$ cat config.mk
export PLATFORM = sky130hd
export DESIGN_NAME = demux2_stream_flat
export DESIGN_NICKNAME = d
export VERILOG_FILES = /design/src/rtl/demux2_stream_pkg.sv /design/src/rtl/demux2_stream_if.sv /design/src/rtl/demux2_stream_sel_fifo.sv /design/src/rtl/demux2_stream.sv /design/src/flat_wrapper.sv
export SDC_FILE = /design/constraint.sdc
export NUM_CORES = 1
export LEC_CHECK = 0
export BUFFER_PORTS_ARGS = -buffer_cell sky130_fd_sc_hd__buf_2
export CAP_MARGIN = 10
export CORE_ASPECT_RATIO = 1.75
export CORE_MARGIN = 2
export CORE_UTILIZATION = 54
export DETAILED_ROUTE_END_ITERATION = 10
export PLACE_DENSITY = 0.93
export SLEW_MARGIN = 10
export SYNTH_ARGS = -nofsm -noshare
export SYNTH_HDL_FRONTEND = slang
export SYNTH_HIERARCHICAL = 1
export SYNTH_SLANG_ARGS = --single-unit
export TNS_END_PERCENT = 1
$ cat constraint.sdc
create_clock -name i_clk -period 9.85 [get_ports i_clk]
set_input_delay 0.985 -clock i_clk [delete_from_list [all_inputs] [get_ports i_clk]]
set_output_delay 0.985 -clock i_clk [all_outputs]
set_load 0.01 [all_outputs]
$ cat src/rtl/demux2_stream_pkg.sv
// rtl/demux2_stream_pkg.sv - shared channel codes and routed-entry type for demux2_stream
package demux2_stream_pkg;

  localparam logic CH0 = 1'b0;
  localparam logic CH1 = 1'b1;

  localparam int DATA_W    = 32;
  localparam int BUF_DEPTH = 2;

  typedef struct packed {
    logic              sel;
    logic [DATA_W-1:0] data;
  } entry_t;

endpackage

$ cat src/rtl/demux2_stream_if.sv
// rtl/demux2_stream_if.sv - producer/consumer handshake bundle for demux2_stream
interface demux2_stream_if #(
  parameter int WIDTH = 32,
  parameter int DEPTH = 2
);
  localparam int CW = $clog2(DEPTH) + 1;

  logic             flush;
  logic             in_valid;
  logic             in_ready;
  logic             in_sel;
  logic [WIDTH-1:0] in_data;
  logic             out0_valid;
  logic             out0_ready;
  logic [WIDTH-1:0] out0_data;
  logic             out1_valid;
  logic             out1_ready;
  logic [WIDTH-1:0] out1_data;
  logic [CW-1:0]    count;

  modport master (
    output flush, in_valid, in_sel, in_data, out0_ready, out1_ready,
    input  in_ready, out0_valid, out0_data, out1_valid, out1_data, count
  );

  modport slave (
    input  flush, in_valid, in_sel, in_data, out0_ready, out1_ready,
    output in_ready, out0_valid, out0_data, out1_valid, out1_data, count
  );

endinterface

$ cat src/rtl/demux2_stream_sel_fifo.sv
// rtl/demux2_stream_sel_fifo.sv - DEPTH x W synchronous FIFO with push/pop/flush and occupancy count
module demux2_stream_sel_fifo #(
  parameter int W     = 33,
  parameter int DEPTH = 2,
  localparam int PW   = $clog2(DEPTH),
  localparam int CW   = $clog2(DEPTH) + 1
) (
  input  logic          i_clk,
  input  logic          i_rst_n,
  input  logic          i_flush,
  input  logic          i_push,
  input  logic [W-1:0]  i_data,
  input  logic          i_pop,
  output logic [W-1:0]  o_data,
  output logic [CW-1:0] o_count,
  output logic          o_full,
  output logic          o_empty
);

  localparam logic [PW-1:0] PTR_ONE = 1;
  localparam logic [CW-1:0] CNT_ONE = 1;
  localparam logic [CW-1:0] CNT_MAX = CW'(DEPTH);

  logic [W-1:0]  r_mem [DEPTH];
  logic [PW-1:0] r_wr_ptr;
  logic [PW-1:0] r_rd_ptr;
  logic [CW-1:0] r_count;

  // Storage carries no reset; only the pointers and count define what is live.
  always_ff @(posedge i_clk) begin
    if (i_push && !i_flush) begin
      r_mem[r_wr_ptr] <= i_data;
    end
  end

  always_ff @(posedge i_clk or negedge i_rst_n) begin
    if (!i_rst_n) begin
      r_wr_ptr <= '0;
      r_rd_ptr <= '0;
      r_count  <= '0;
    end else if (i_flush) begin
      r_wr_ptr <= '0;
      r_rd_ptr <= '0;
      r_count  <= '0;
    end else begin
      if (i_push) r_wr_ptr <= r_wr_ptr + PTR_ONE;
      if (i_pop)  r_rd_ptr <= r_rd_ptr + PTR_ONE;
      case ({i_push, i_pop})
        2'b10:   r_count <= r_count + CNT_ONE;
        2'b01:   r_count <= r_count - CNT_ONE;
        default: r_count <= r_count;
      endcase
    end
  end

  assign o_data  = r_mem[r_rd_ptr];
  assign o_count = r_count;
  assign o_full  = (r_count == CNT_MAX);
  assign o_empty = (r_count == '0);

endmodule

$ cat src/rtl/demux2_stream.sv
// rtl/demux2_stream.sv - in-order 1-to-2 stream router; the head word goes to the channel its select names
module demux2_stream
  import demux2_stream_pkg::*;
#(
  parameter int WIDTH = DATA_W,
  parameter int DEPTH = BUF_DEPTH
) (
  input  logic           i_clk,
  input  logic           i_rst_n,
  demux2_stream_if.slave bus
);

  localparam int CW = $clog2(DEPTH) + 1;

  typedef struct packed {
    logic             sel;
    logic [WIDTH-1:0] data;
  } route_t;

  route_t        w_push_entry;
  route_t        w_head;
  logic          w_push;
  logic          w_pop;
  logic          w_full;
  logic          w_empty;
  logic          w_head_ch0;
  logic          w_head_ch1;
  logic [CW-1:0] w_count;

  assign w_push_entry = route_t'{sel: bus.in_sel, data: bus.in_data};

  // Ready depends only on occupancy, so a pop never lets a push through in the same cycle.
  assign bus.in_ready = !w_full;
  assign w_push       = bus.in_valid && !w_full;

  assign w_head_ch0 = !w_empty && (w_head.sel == CH0);
  assign w_head_ch1 = !w_empty && (w_head.sel == CH1);

  assign bus.out0_valid = w_head_ch0;
  assign bus.out1_valid = w_head_ch1;
  assign bus.out0_data  = w_head_ch0 ? w_head.data : '0;
  assign bus.out1_data  = w_head_ch1 ? w_head.data : '0;

  assign w_pop     = (w_head_ch0 && bus.out0_ready) || (w_head_ch1 && bus.out1_ready);
  assign bus.count = w_count;

  demux2_stream_sel_fifo #(
    .W     (WIDTH + 1),
    .DEPTH (DEPTH)
  ) u_fifo (
    .i_clk   (i_clk),
    .i_rst_n (i_rst_n),
    .i_flush (bus.flush),
    .i_push  (w_push),
    .i_data  (w_push_entry),
    .i_pop   (w_pop),
    .o_data  (w_head),
    .o_count (w_count),
    .o_full  (w_full),
    .o_empty (w_empty)
  );

endmodule

$ cat src/flat_wrapper.sv
// flat-port wrapper written by rule: the top's interface ports become plain ports
module demux2_stream_flat import demux2_stream_pkg::*;
#(
  parameter int WIDTH = DATA_W,
  parameter int DEPTH = BUF_DEPTH
)
  (i_clk, i_rst_n, bus_flush, bus_in_valid, bus_in_sel, bus_in_data, bus_out0_ready, bus_out1_ready, bus_in_ready, bus_out0_valid, bus_out0_data, bus_out1_valid, bus_out1_data, bus_count);
  demux2_stream_if #(.WIDTH(WIDTH), .DEPTH(DEPTH)) bus_i ();
  input  logic i_clk;
  input  logic i_rst_n;
  input wire logic [$bits(bus_i.flush)-1:0] bus_flush;
  input wire logic [$bits(bus_i.in_valid)-1:0] bus_in_valid;
  input wire logic [$bits(bus_i.in_sel)-1:0] bus_in_sel;
  input wire logic [$bits(bus_i.in_data)-1:0] bus_in_data;
  input wire logic [$bits(bus_i.out0_ready)-1:0] bus_out0_ready;
  input wire logic [$bits(bus_i.out1_ready)-1:0] bus_out1_ready;
  output wire logic [$bits(bus_i.in_ready)-1:0] bus_in_ready;
  output wire logic [$bits(bus_i.out0_valid)-1:0] bus_out0_valid;
  output wire logic [$bits(bus_i.out0_data)-1:0] bus_out0_data;
  output wire logic [$bits(bus_i.out1_valid)-1:0] bus_out1_valid;
  output wire logic [$bits(bus_i.out1_data)-1:0] bus_out1_data;
  output wire logic [$bits(bus_i.count)-1:0] bus_count;
  assign bus_i.flush = bus_flush;
  assign bus_i.in_valid = bus_in_valid;
  assign bus_i.in_sel = bus_in_sel;
  assign bus_i.in_data = bus_in_data;
  assign bus_i.out0_ready = bus_out0_ready;
  assign bus_i.out1_ready = bus_out1_ready;
  assign bus_in_ready = bus_i.in_ready;
  assign bus_out0_valid = bus_i.out0_valid;
  assign bus_out0_data = bus_i.out0_data;
  assign bus_out1_valid = bus_i.out1_valid;
  assign bus_out1_data = bus_i.out1_data;
  assign bus_count = bus_i.count;
  demux2_stream #(.WIDTH(WIDTH), .DEPTH(DEPTH)) u_core (.i_clk(i_clk), .i_rst_n(i_rst_n), .bus(bus_i));
endmodule
# Word-level counts from Yosys, hierarchy flattened
# Memory sizes are Yosys's and may differ from the RTL's.
# Index checks and enable logic that the tools add are counted.
[word_totals] n_memories=1 mem_bits_ro=0 reg_bits=4 latchBits=0 out_inout_bits=69 ram_bits=66
[op_classes] mux=10 shift=0 bitwise_logic=1 n_mul=0 reduce_logical=14 n_lt_le_gt_ge=0 div=0 n_eq_ne=3 addsub=4
[mem_list] memory="u_core.u_fifo.r_mem" depth=2 word_bits=33 read_ports=1 rd_ports_with_merged_regs=0 wr=1 line_no="demux2_stream_sel_fifo.sv:24" rtl="logic [W-1:0] r_mem [DEPTH];"
[ops] operator="$mux 32" count=2
[ops] operator="$logic_and 1x1->1" count=6
[ops] operator="$mux 1" count=6
[ops] operator="$eq 2x2->1 const B" count=2
[ops] operator="$pmux 2 s2" count=1
[ops] operator="$reduce_bool 2->1" count=2
[ops] operator="$logic_not 1->1" count=3
[ops] operator="$reduce_bool 3->1" count=1
[ops] operator="$add 1x1->1 const B" count=2
[ops] operator="$add 2x1->2 const B" count=1
[ops] operator="$eq 2x1->1 const B" count=1
[ops] operator="$logic_not 2->1" count=1
[ops] operator="$mux 2" count=1
[ops] operator="$sub 2x1->2 const B" count=1
[ops] operator="$logic_or 1x1->1" count=1
[ops] operator="$not 1->1" count=1

# Logic depth before layout (Yosys ltp)
# Gate-level depths: netlist of run 1.
[depth] ltp_word=8 mapped_depth=8 mapped_depth_nobuf=6

# By module
# The synthesis of run 1 kept the hierarchy.
[modules_own_cells] module="demux2_stream_sel_fifo" area_each_um2=2726.4 cells_each=124 n_inst=1
[modules_own_cells] module="demux2_stream" area_each_um2=511.7 cells_each=76 n_inst=1

# Worst setup path before layout of run 1
# Ideal clock, no wire load.
[synth_timing] path_type="input -> register" from="in bus_in_valid" to="mem u_core.u_fifo.r_mem[0][0], enable pin" setup_time_ns=0.472 cell_stages=2 path_slack_ns=5.580 required_time_ns=9.378 path_buffers=0 arrival_time_ns=3.798 path_cell_list="nor2b_1 nor3b_1"
[synth_between] elab_chain_cells=4
[synth_lines] element="from (decl)" line_no="flat_wrapper.sv:12" rtl="input wire logic [$bits(bus_i.in_valid)-1:0] bus_in_valid;"
[synth_lines] element="$logic_and 1x1->1" line_no="demux2_stream.sv:34" rtl="assign w_push = bus.in_valid && !w_full;"
[synth_lines] element="$logic_and 1x1->1" line_no="demux2_stream_sel_fifo.sv:31" rtl="if (i_push && !i_flush) begin"
[synth_lines] element="$mux 1" line_no="demux2_stream_sel_fifo.sv:31"
[synth_lines] element="$mux 1 (implied by the code)" line_no="demux2_stream_sel_fifo.sv:32" rtl="r_mem[r_wr_ptr] <= i_data;"
[synth_lines] element="to (decl)" line_no="demux2_stream_sel_fifo.sv:24"
# Every way passes these cells.

==> flow_summary.json, run 1 <==
{
  "tightest_slew_ns": 1.03,
  "postCtsSetupBuffers": 0,
  "min_period_ns": 3.92,
  "yosys.area.top_type": "edfxtp_1",
  "ys_top_cells_by_count": "edfxtp_1 (66), and2_1 (65), mux2_4 (29), buf_6 (10), nor2_1 (5)",
  "fin_crit_sh": 0.398,
  "area_growth_pct": 24.0,
  "critical_path_required_ns": 8.87,
  "dr_wl_met3_um": 284,
  "crit_slowest_cell": "dfrtp_2",
  "power_density_mw_per_mm2": 239,
  "cap_violations": 0,
  "top_layer": "met4",
  "yosys.cell_count.top_type": "edfxtp_1",
  "synthCells": 200,
  "vias_per_cell": 4.90,
  "overflow": 0,
  "cts_root_buf": "clkbuf_8",
  "slew_headroom": 0.312,
  "dr.pass1.iters": 4,
  "regArea_sq_mm": 0.00208,
  "synth-seq-cells": 70,
  "dieArea_sq_mm": 0.00666,
  "grt_pass1_vias": 1919,
  "crit_path_end_kind": "output port",
  "coreArea_sq_mm": 0.00583,
  "yosys_warnings": 6,
  "setup.worst_path.class": "reg -> out",
  "num_rows": 37,
  "grt_usage": 0.182,
  "drt_iter0_markers": 46,
  "port_buffers": 107,
  "synth_ff_type": "edfxtp_1",
  "ys_top_cells_by_area": "edfxtp_1 (61%), mux2_4 (13%), and2_1 (13%)",
  "ys_seq_area_frac": 0.643,
  "status": "completed",
  "slew_viol_final": 0,
  "syn_avg_cell_area_sq_um": 16.2,
  "synth.distinct_cells": 20,
  "cp_max_fo": 34,
  "vias": 1924,
  "clkTransAtPathRegs_ns": 0.07,
  "fin_skew_ns": 0.00815,
  "grt_max_degree": 35,
  "wire_per_inst_um": 14.7,
  "hold_slack_ns": 0.440,
  "cts_resized": 0,
  "start_kind": "flop",
  "gp_congestion": 0.788,
  "crit_chain": "mux2_4 > nor2_2 > and2_1 > buf_2",
  "hold_path.class": "in -> async",
  "wl_um": 5790,
  "synth.top_cell.area_share": 0.612,
  "antenna_found_initial": 0,
  "crit_arrival_ns": 2.94,
  "syn_area_sq_mm": 0.00324,
  "fin_tns_setup_ns": 0,
  "layout-drive-gt1-share": 0.505,
  "hold_violations": 0,
  "start_util": 0.555,
  "grt_pass1_wl_um": 8930,
  "hpwl_um": 4140,
  "syn_nets": 239,
  "fmax_mhz": 255,
  "diodes": 0,
  "synth-async-reset-ratio": 0.0571,
  "tritoncts.num_buffers": 9,
  "multi_input_area_sq_mm": 0.00104,
  "ant_nets": 0,
  "dr_wl_met2_um": 3330,
  "die_h_um": 106,
  "clk_latency_ns": 0.33,
  "cts_tree": "yes",
  "clock-sinks": 70,
  "m1WireLength_um": 1990,
  "synth-edff-count": 66,
  "htreeDepth": 3,
  "total_leakage_power_nw": 1.77,
  "hold_buffers": 0,
  "max_stage_delay_ns": 1.05,
  "rsz0062_at_grt": "false",
  "ios": 108,
  "setup_violations": 0,
  "fillCellCount": 429,
  "clockBufferDepth": 2,
  "die_x_um": 62.5,
  "drc_errors": 0,
  "nNetsFinal": 349,
  "power.total_mw": 0.960,
  "ir_worst_vdd_uv": 186
}
[registers in the layout, summed over array words and instances (netlist names)]
| name | cells |
|---|---|
| u_core/u_fifo/r_mem | 66 |
| u_core/u_fifo/o_count | 2 |
| u_core/u_fifo/r_wr_ptr | 1 |
| u_core/u_fifo/r_rd_ptr | 1 |
[layout by cell type, fill, tap and decap left out]
| master | n |
|---|---|
| and3b_1 | 2 |
| buf_2 | 107 |
| buf_4 | 2 |
| nor3_2 | 1 |
| mux2i_1 | 1 |
| nor2_1 | 5 |
| nor3b_1 | 1 |
| dfrtp_2 | 1 |
| nor3_1 | 1 |
| nor2b_1 | 2 |
| xor2_1 | 1 |
| xnor2_1 | 2 |
| nor3b_2 | 2 |
| clkbuf_1 | 1 |
| nor2_2 | 1 |
| dfrtp_1 | 3 |
| o21ai_0 | 1 |
| and2_1 | 65 |
| bufinv_16 | 2 |
| nor2b_4 | 1 |
| clkbuf_8 | 12 |
| edfxtp_1 | 66 |
| inv_1 | 1 |
| clkinv_2 | 1 |
| mux2_1 | 4 |
| mux2_4 | 29 |
[kinds of logic after synthesis]
logic type	count (synthesis)	synth area share
xor+xnor	3	0.00812
simple gates	81	0.160
flops	70	0.643
compound gates	1	0.00154
mux	34	0.151
buf+inv	11	0.0359
[routing by layer]
| layer | track usage | up-vias |
|---|---|---|
| met5 | 0 | - |
| met4 | 0.124 | 0 |
| met3 | 0.0529 | 12 |
| met2 | 0.333 | 65 |
| met1 | 0.170 | 926 |
| li1 | - | 921 |
[report_power, final]
part | switching [mW] | internal (mW)
Clock | 0.0949 | 0.163
Combinational | 0.148 | 0.162
Sequential | 0.0367 | 0.355
[path summary, 6_finish.rpt]
check,from,end,slack (ns),cells past startpoint
worst max-delay path,u_core/u_fifo/r_rd_ptr,bus_out0_data[24],5.93,4
worst min-delay path,i_rst_n,u_core/u_fifo/o_count[1],0.44,1
worst max register to register,u_core/u_fifo/o_count[1],u_core/u_fifo/r_mem[0][16],7.24,4
worst min register to register,u_core/u_fifo/r_wr_ptr,u_core/u_fifo/r_wr_ptr,0.61,2
max in group asynchronous,i_rst_n,u_core/u_fifo/r_rd_ptr,9.28,1
min in group i_clk,u_core/u_fifo/r_wr_ptr,u_core/u_fifo/r_wr_ptr,0.61,2
[stage by stage]
step           instances  instance area [sq um]  setup slack [ns]  utilization
2_1_floorplan        200                   3240              5.58            -
3_3_place_gp         377                   3780              6.38        0.648
3_5_place_dp         377                   3780              6.23        0.648
4_1_cts              393                   4010              5.83        0.688
5_1_grt              393                   4010              5.67        0.688
6_report             393                   4010              5.93        0.688
[worst max-delay path: cells and delay by family (launching register included)]
kind / cells / cell delay (ns)
AND/OR/NAND/NOR: 2 / 1.01
buffers and inverters: 1 / 0.15
multiplexers: 1 / 0.38
flip-flops: 1 / 1.05
[area by class of cell]
| type | instances | area share |
|---|---|---|
| clock inverters | 3 | 0.0162 |
| inverters | 1 | 0.000935 |
| well taps | 78 | 0.0243 |
| multi-input cells | 119 | 0.260 |
| flip-flops and latches | 70 | 0.519 |
| repair buffers | 109 | 0.137 |
| clock buffers | 13 | 0.0421 |
(Power assumes the default switching activity.)
==> inputs of run 2 (changes only) <==
--- a/config.mk
+++ b/config.mk
@@ -5,13 +5,14 @@
 export SDC_FILE = /design/constraint.sdc
 export NUM_CORES = 1
 export LEC_CHECK = 0
+export ABC_AREA = 1
 export BUFFER_PORTS_ARGS = -buffer_cell sky130_fd_sc_hd__buf_2
 export CAP_MARGIN = 10
 export CORE_ASPECT_RATIO = 1.75
 export CORE_MARGIN = 2
-export CORE_UTILIZATION = 54
+export CORE_UTILIZATION = 50
 export DETAILED_ROUTE_END_ITERATION = 10
-export PLACE_DENSITY = 0.93
+export PLACE_DENSITY = 0.87
 export SLEW_MARGIN = 10
 export SYNTH_ARGS = -nofsm -noshare
 export SYNTH_HDL_FRONTEND = slang
==> constraint.sdc (replaced) <==
create_clock -name i_clk -period 4 [get_ports i_clk]
set_input_delay 0.4 -clock i_clk [delete_from_list [all_inputs] [get_ports i_clk]]
set_output_delay 0.4 -clock i_clk [all_outputs]
set_load 0.01 [all_outputs]
==> run 2 against run 1 <==
Compared with the run above:
- final area grew 2.6%
- count of clock-buffer cells in the layout decreased by 4
- worst setup slack lost 4.6 ns
- routed wire length rose by 6.0%
- largest cell class unchanged
==> flow_summary.json, run 2 <==
{
  "synth.distinct_cells": 17,
  "max_stage_delay_ns": 0.68,
  "yosys_warnings": 6,
  "rsz0062_at_grt": "false",
  "die_x_um": 65.0,
  "final_common_cell": "buf_2",
  "synth-async-reset-ratio": 0.0571,
  "power_density_mw_per_mm2": 630,
  "regMostFlops": "u_core/u_fifo/r_mem",
  "dp.cells": 429,
  "layout-drive-gt1-share": 0.475,
  "cts_root_buf": "clkbuf_16",
  "grt_pass1_vias": 2009,
  "synthCells": 249,
  "clk_latency_ns": 0.32,
  "vias": 2087,
  "dieArea_sq_mm": 0.00721,
  "regArea_sq_mm": 0.00208,
  "cp.depth": 4,
  "diodes": 0,
  "final_cell_mix": "buf_2 (107), edfxtp_1 (66), nor2_1 (56)",
  "port_buffers": 107,
  "hpwl_um": 4300,
  "ios": 108,
  "clockBufferDepth": 2,
  "wl_um": 6140,
  "crit_slowest_cell": "dfrtp_2",
  "synth_ff_type": "edfxtp_1",
  "wire_per_inst_um": 13.8,
  "crit_arrival_ns": 2.24,
  "crit_chain": "mux2_4 > nand2_2 > nor2_1 > buf_2",
  "htreeDepth": 3,
  "fmax_mhz": 379,
  "ys_top_cells_by_area": "edfxtp_1 (61%), mux2_4 (13%), nor2_1 (6.7%)",
  "fin_tns_setup_ns": 0,
  "total_leakage_power_nw": 1.97,
  "antenna_found_initial": 0,
  "dr.pass1.iters": 4,
  "hold_violations": 0,
  "fin_cells": 446,
  "postCtsSetupBuffers": 0,
  "pre_cts_slack_ns": 1.69,
  "clkTransAtPathRegs_ns": 0.05,
  "syn_nets": 288,
  "fin_crit_sh": 0.659,
  "cp_max_fo": 33,
  "min_period_ns": 2.64,
  "grt_max_degree": 34,
  "slew_headroom": 0.352,
  "yosys.cell_count.top_type": "edfxtp_1",
  "postLayoutSetupSlackWorst_ns": 1.36,
  "ys_seq_area_frac": 0.639,
  "cts_tree": "yes",
  "ant_nets": 0,
  "tritoncts.num_buffers": 9,
  "setup.worst_path.class": "reg -> out",
  "vias_per_cell": 4.68,
  "num_rows": 39,
  "multi_input_area_sq_um": 888,
  "start_util": 0.506,
  "holdPathStages": 1,
  "hold_path.class": "in -> reg",
  "fin_skew_ns": 0.00530,
  "ir_worst_vdd_uv": 512,
  "critPathBufInv": 1,
  "syn_area_sq_mm": 0.00326,
  "grt_pass1_wl_um": 9270,
  "coreArea_sq_mm": 0.00644,
  "grt_usage": 0.176,
  "clock-sinks": 70,
  "setup_violations": 0,
  "crit_path_end_kind": "output port",
  "synth-edff-count": 66,
  "ys_top_cells_by_count": "edfxtp_1 (66), nor2_1 (58), inv_1 (43), mux2_4 (28), nand2_1 (11)",
  "drt_iter0_markers": 71,
  "synth-seq-cells": 70,
  "nNetsFinal": 398,
  "critical_path_required_ns": 3.60,
  "largest_reg_flops": 66,
  "synth.top_cell.area_share": 0.608,
  "r2r_cells": 6,
  "gp_congestion": 0.777,
  "overflow": 0,
  "die_h_um": 111,
  "syn_avg_cell_area_sq_um": 13.1,
  "start_kind": "flop",
  "yosys.area.top_type": "edfxtp_1",
  "cap_violations": 0,
  "fillCellCount": 504,
  "tightest_slew_ns": 0.970,
  "status": "completed",
  "drc_errors": 0,
  "slew_viol_final": 0,
  "area_growth_pct": 26.3,
  "critPathTopFamily": "flip-flops"
}
[run 2: changes by cell type after synthesis, moves of 6 or more]
cell,delta
nand3_1,+6
and2_1,-65
nor2_2,+9
inv_1,+42
nand2_1,+11
nor2_1,+53
[run 2: final timing paths]
| kind | start | end | slack (ns) |
|---|---|---|---|
| max in group asynchronous | i_rst_n | u_core/u_fifo/r_rd_ptr | 3.42 |
| min in group asynchronous | i_rst_n | u_core/u_fifo/o_count[0] | 0.43 |
| worst max-delay path | u_core/u_fifo/r_rd_ptr | bus_out1_data[20] | 1.36 |
| worst min register to register | u_core/u_fifo/r_wr_ptr | u_core/u_fifo/r_wr_ptr | 0.60 |
| worst max register to register | u_core/u_fifo/o_count[0] | u_core/u_fifo/r_mem[1][3] | 1.70 |
| worst min-delay path | bus_in_data[19] | u_core/u_fifo/r_mem[1][19] | 0.27 |
[run 2: timing repair]
| action | in CTS | in global routing |
|---|---|---|
| hold buffers | 1 | 0 |
| resized for setup | 0 | 0 |
| endpoints found under the setup margin | 0 | 0 |
| endpoints found under the hold margin | 4 | 0 |
[run 2: worst reg2reg max path, delay by kind of cell, from the launching register on]
kind,cells,cell delay [ns]
and+or+nand+nor,4,1.31
DFF,1,0.43
buffers and inverters,2,0.15
[run 2: kinds of logic after synthesis]
family | share of synthesized area
mux | 0.146
flops | 0.639
compound gates | 0.00461
buf+inv | 0.0933
simple gates | 0.117
[run 2: layer usage]
layer,part of all wire,track usage,up-vias
li1,-,-,1038
met1,0.36,0.186,974
met2,0.57,0.314,64
met3,0.045,0.0355,11
met4,0.020,0.0986,0
met5,0,0,-
[run 2: where the power goes]
part / switching (mW) / internal (mW) / total (mW)
combinational: 0.486 / 0.345 / 0.831
sequential: 0.0531 / 0.880 / 0.933
clock: 0.281 / 0.547 / 0.828
total: 0.820 / 1.77 / 2.59
[run 2: metrics by stage]
step | total power [mW] | instance area [sq um] | util | hold WS [ns]
5_1_grt | 2.73 | 4120 | 0.639 | 0.255
3_5_place_dp | 1.78 | 3780 | 0.587 | 0.218
6_report | 2.59 | 4120 | 0.639 | 0.270
3_3_place_gp | 1.75 | 3780 | 0.587 | 0.214
2_1_floorplan | 1.58 | 3260 | - | 0.104
4_1_cts | 2.62 | 4120 | 0.639 | 0.256
[run 2: layout make-up]
cell class,count,share of cell area
clock buffer,9,0.0547
clock inverter,7,0.0240
inverter,44,0.0401
multi-input combinational,125,0.216
sequential,70,0.506
tap,82,0.0249
timing repair buffer,109,0.134
==> inputs of run 3 (changes only) <==
--- a/config.mk
+++ b/config.mk
@@ -10,9 +10,9 @@
 export CAP_MARGIN = 10
 export CORE_ASPECT_RATIO = 1.75
 export CORE_MARGIN = 2
-export CORE_UTILIZATION = 50
+export CORE_UTILIZATION = 45
 export DETAILED_ROUTE_END_ITERATION = 10
-export PLACE_DENSITY = 0.87
+export PLACE_DENSITY = 0.83
 export SLEW_MARGIN = 10
 export SYNTH_ARGS = -nofsm -noshare
 export SYNTH_HDL_FRONTEND = slang
==> constraint.sdc (replaced) <==
create_clock -name i_clk -period 2.4 [get_ports i_clk]
set_input_delay 0.24 -clock i_clk [delete_from_list [all_inputs] [get_ports i_clk]]
set_output_delay 0.24 -clock i_clk [all_outputs]
set_load 0.01 [all_outputs]
==> run 3 against run 2 <==
Compared with the run above:
- largest power group unchanged
- non-clock buffer count is 6 higher
- worst setup slack got worse by 0.98 ns
- critical path type unchanged
- total power up 59%
- via count is 3.4% higher
- final area rose by 0.43%
- flip-flop and latch count stayed put
- first-iteration DRC count rose by 11%
- highest routed layer unchanged
- sequential power up 62%
==> flow_summary.json, run 3 (synthesis results as in run 2) <==
{
  "crit_arrival_ns": 1.78,
  "fin_crit_sh": 0.840,
  "dr.pass1.iters": 4,
  "nNetsFinal": 404,
  "antenna_found_initial": 0,
  "power.total_mw": 4.12,
  "critical_path_required_ns": 2.16,
  "dieArea_sq_mm": 0.00797,
  "hold_violations": 0,
  "total_leakage_power_nw": 1.98,
  "regMostFlops": "u_core/u_fifo/r_mem",
  "min_period_ns": 2.02,
  "hpwl_um": 4730,
  "start_kind": "flop",
  "largest_reg_flops": 66,
  "drt_iter0_markers": 79,
  "layout-drive-gt1-share": 0.476,
  "crit_path_end_kind": "output port",
  "grt_pass1_wl_um": 9260,
  "grt_pass1_vias": 2062,
  "clk_latency_ns": 0.33,
  "rsz0062_at_grt": "false",
  "grt_usage": 0.167,
  "final_common_cell": "buf_2",
  "setup.worst_path.class": "reg -> out",
  "ir_worst_vdd_uv": 681,
  "postCtsSetupBuffers": 0,
  "fmax_mhz": 496,
  "ios": 108,
  "final_cell_mix": "buf_2 (107), edfxtp_1 (66), nor2_1 (56)",
  "fillCellCount": 572,
  "tightest_slew_ns": 0.550,
  "hold_path.class": "in -> reg",
  "drc_errors": 0,
  "vias_per_cell": 4.76,
  "tritoncts.num_buffers": 9,
  "slew_headroom": 0.633,
  "fin_skew_ns": 0.00303,
  "status": "completed",
  "num_rows": 41,
  "clockBufferDepth": 2,
  "setup_violations": 0,
  "diodes": 0,
  "cap_violations": 0,
  "start_util": 0.457,
  "cts_root_buf": "clkbuf_16",
  "cts_tree": "yes",
  "fin_tns_setup_ns": 0,
  "clkTransAtPathRegs_ns": 0.05,
  "clock-sinks": 70,
  "die_h_um": 117,
  "htreeDepth": 3,
  "die_x_um": 68.3,
  "slew_viol_final": 0,
  "gp_congestion": 0.691,
  "area_growth_pct": 26.8,
  "overflow": 0,
  "coreArea_sq_mm": 0.00713,
  "ant_nets": 0,
  "wl_um": 6390,
  "wire_per_inst_um": 14.1,
  "port_buffers": 107,
  "grt_max_degree": 33,
  "cp_max_fo": 20,
  "power_density_mw_per_mm2": 996,
  "vias": 2159,
  "cts_resized": 0
}
[run 3: cell types whose count changed in the layout (fill, tap and decap cells not counted), sizes merged]
cell	before	now
buf	108	114
bufinv	2	0
[run 3: path summary, 6_finish.rpt]
path                                     startpoint                    endpoint  slack, ns  depth (start not counted)
max reg2reg                u_core/u_fifo/o_count[0]  u_core/u_fifo/r_mem[0][13]       0.61                          7
max                          u_core/u_fifo/r_rd_ptr           bus_out1_data[24]       0.38                          5
min                                 bus_in_data[30]  u_core/u_fifo/r_mem[0][30]       0.10                          1
min in group asynchronous                   i_rst_n      u_core/u_fifo/r_wr_ptr       0.26                          2
min reg2reg                u_core/u_fifo/o_count[1]    u_core/u_fifo/o_count[1]       0.61                          2
max in group asynchronous                   i_rst_n      u_core/u_fifo/r_rd_ptr       2.00                          2
[run 3: critical path, cell delays in order (launching register included)]
cell     delay [ns]
dfrtp_2        0.42
mux2_4         0.34
nand2_2        0.27
buf_12         0.21
nor2_1         0.06
buf_2          0.13
[run 3: cell type report]
class / count / area, sq um / area share
multi-input combinational: 125 / 888 / 0.215
tap: 86 / 108 / 0.0260
inverter: 44 / 165 / 0.0400
clock buffer: 9 / 225 / 0.0545
timing repair buffer: 115 / 636 / 0.154
clock inverter: 5 / 28.8 / 0.00696
sequential: 70 / 2080 / 0.504
[run 3: timing repair]
action | in CTS | in global routing
hold buffers | 1 | 0
endpoints found under the setup margin | 0 | 0
endpoints found under the hold margin | 4 | 0
[run 3: report_power, final]
group / internal (mW) / switching [mW] / total [mW]
clock network: 0.677 / 0.438 / 1.12
logic: 0.624 / 0.867 / 1.49
registers: 1.47 / 0.0475 / 1.51
total: 2.77 / 1.35 / 4.12
[run 3: stage by stage]
step           hold slack (ns)  area (sq um)   util  std cells  setup WS (ns)
3_5_place_dp            0.0603          3870  0.543        439          0.650
3_3_place_gp            0.0591          3870  0.543        439          0.758
4_1_cts                 0.0858          4130  0.580        454          0.356
2_1_floorplan          -0.0556          3260      -        249         -0.303
6_report                 0.101          4130  0.580        454          0.384
5_1_grt                 0.0918          4130  0.580        454          0.298
[run 3: routing by layer]
| layer | global-route usage | share of wire |
|---|---|---|
| met3 | 0.0347 | 0.048 |
| met4 | 0.121 | 0.045 |
| met1 | 0.158 | 0.34 |
| met2 | 0.302 | 0.56 |
| met5 | 0 | 0 |
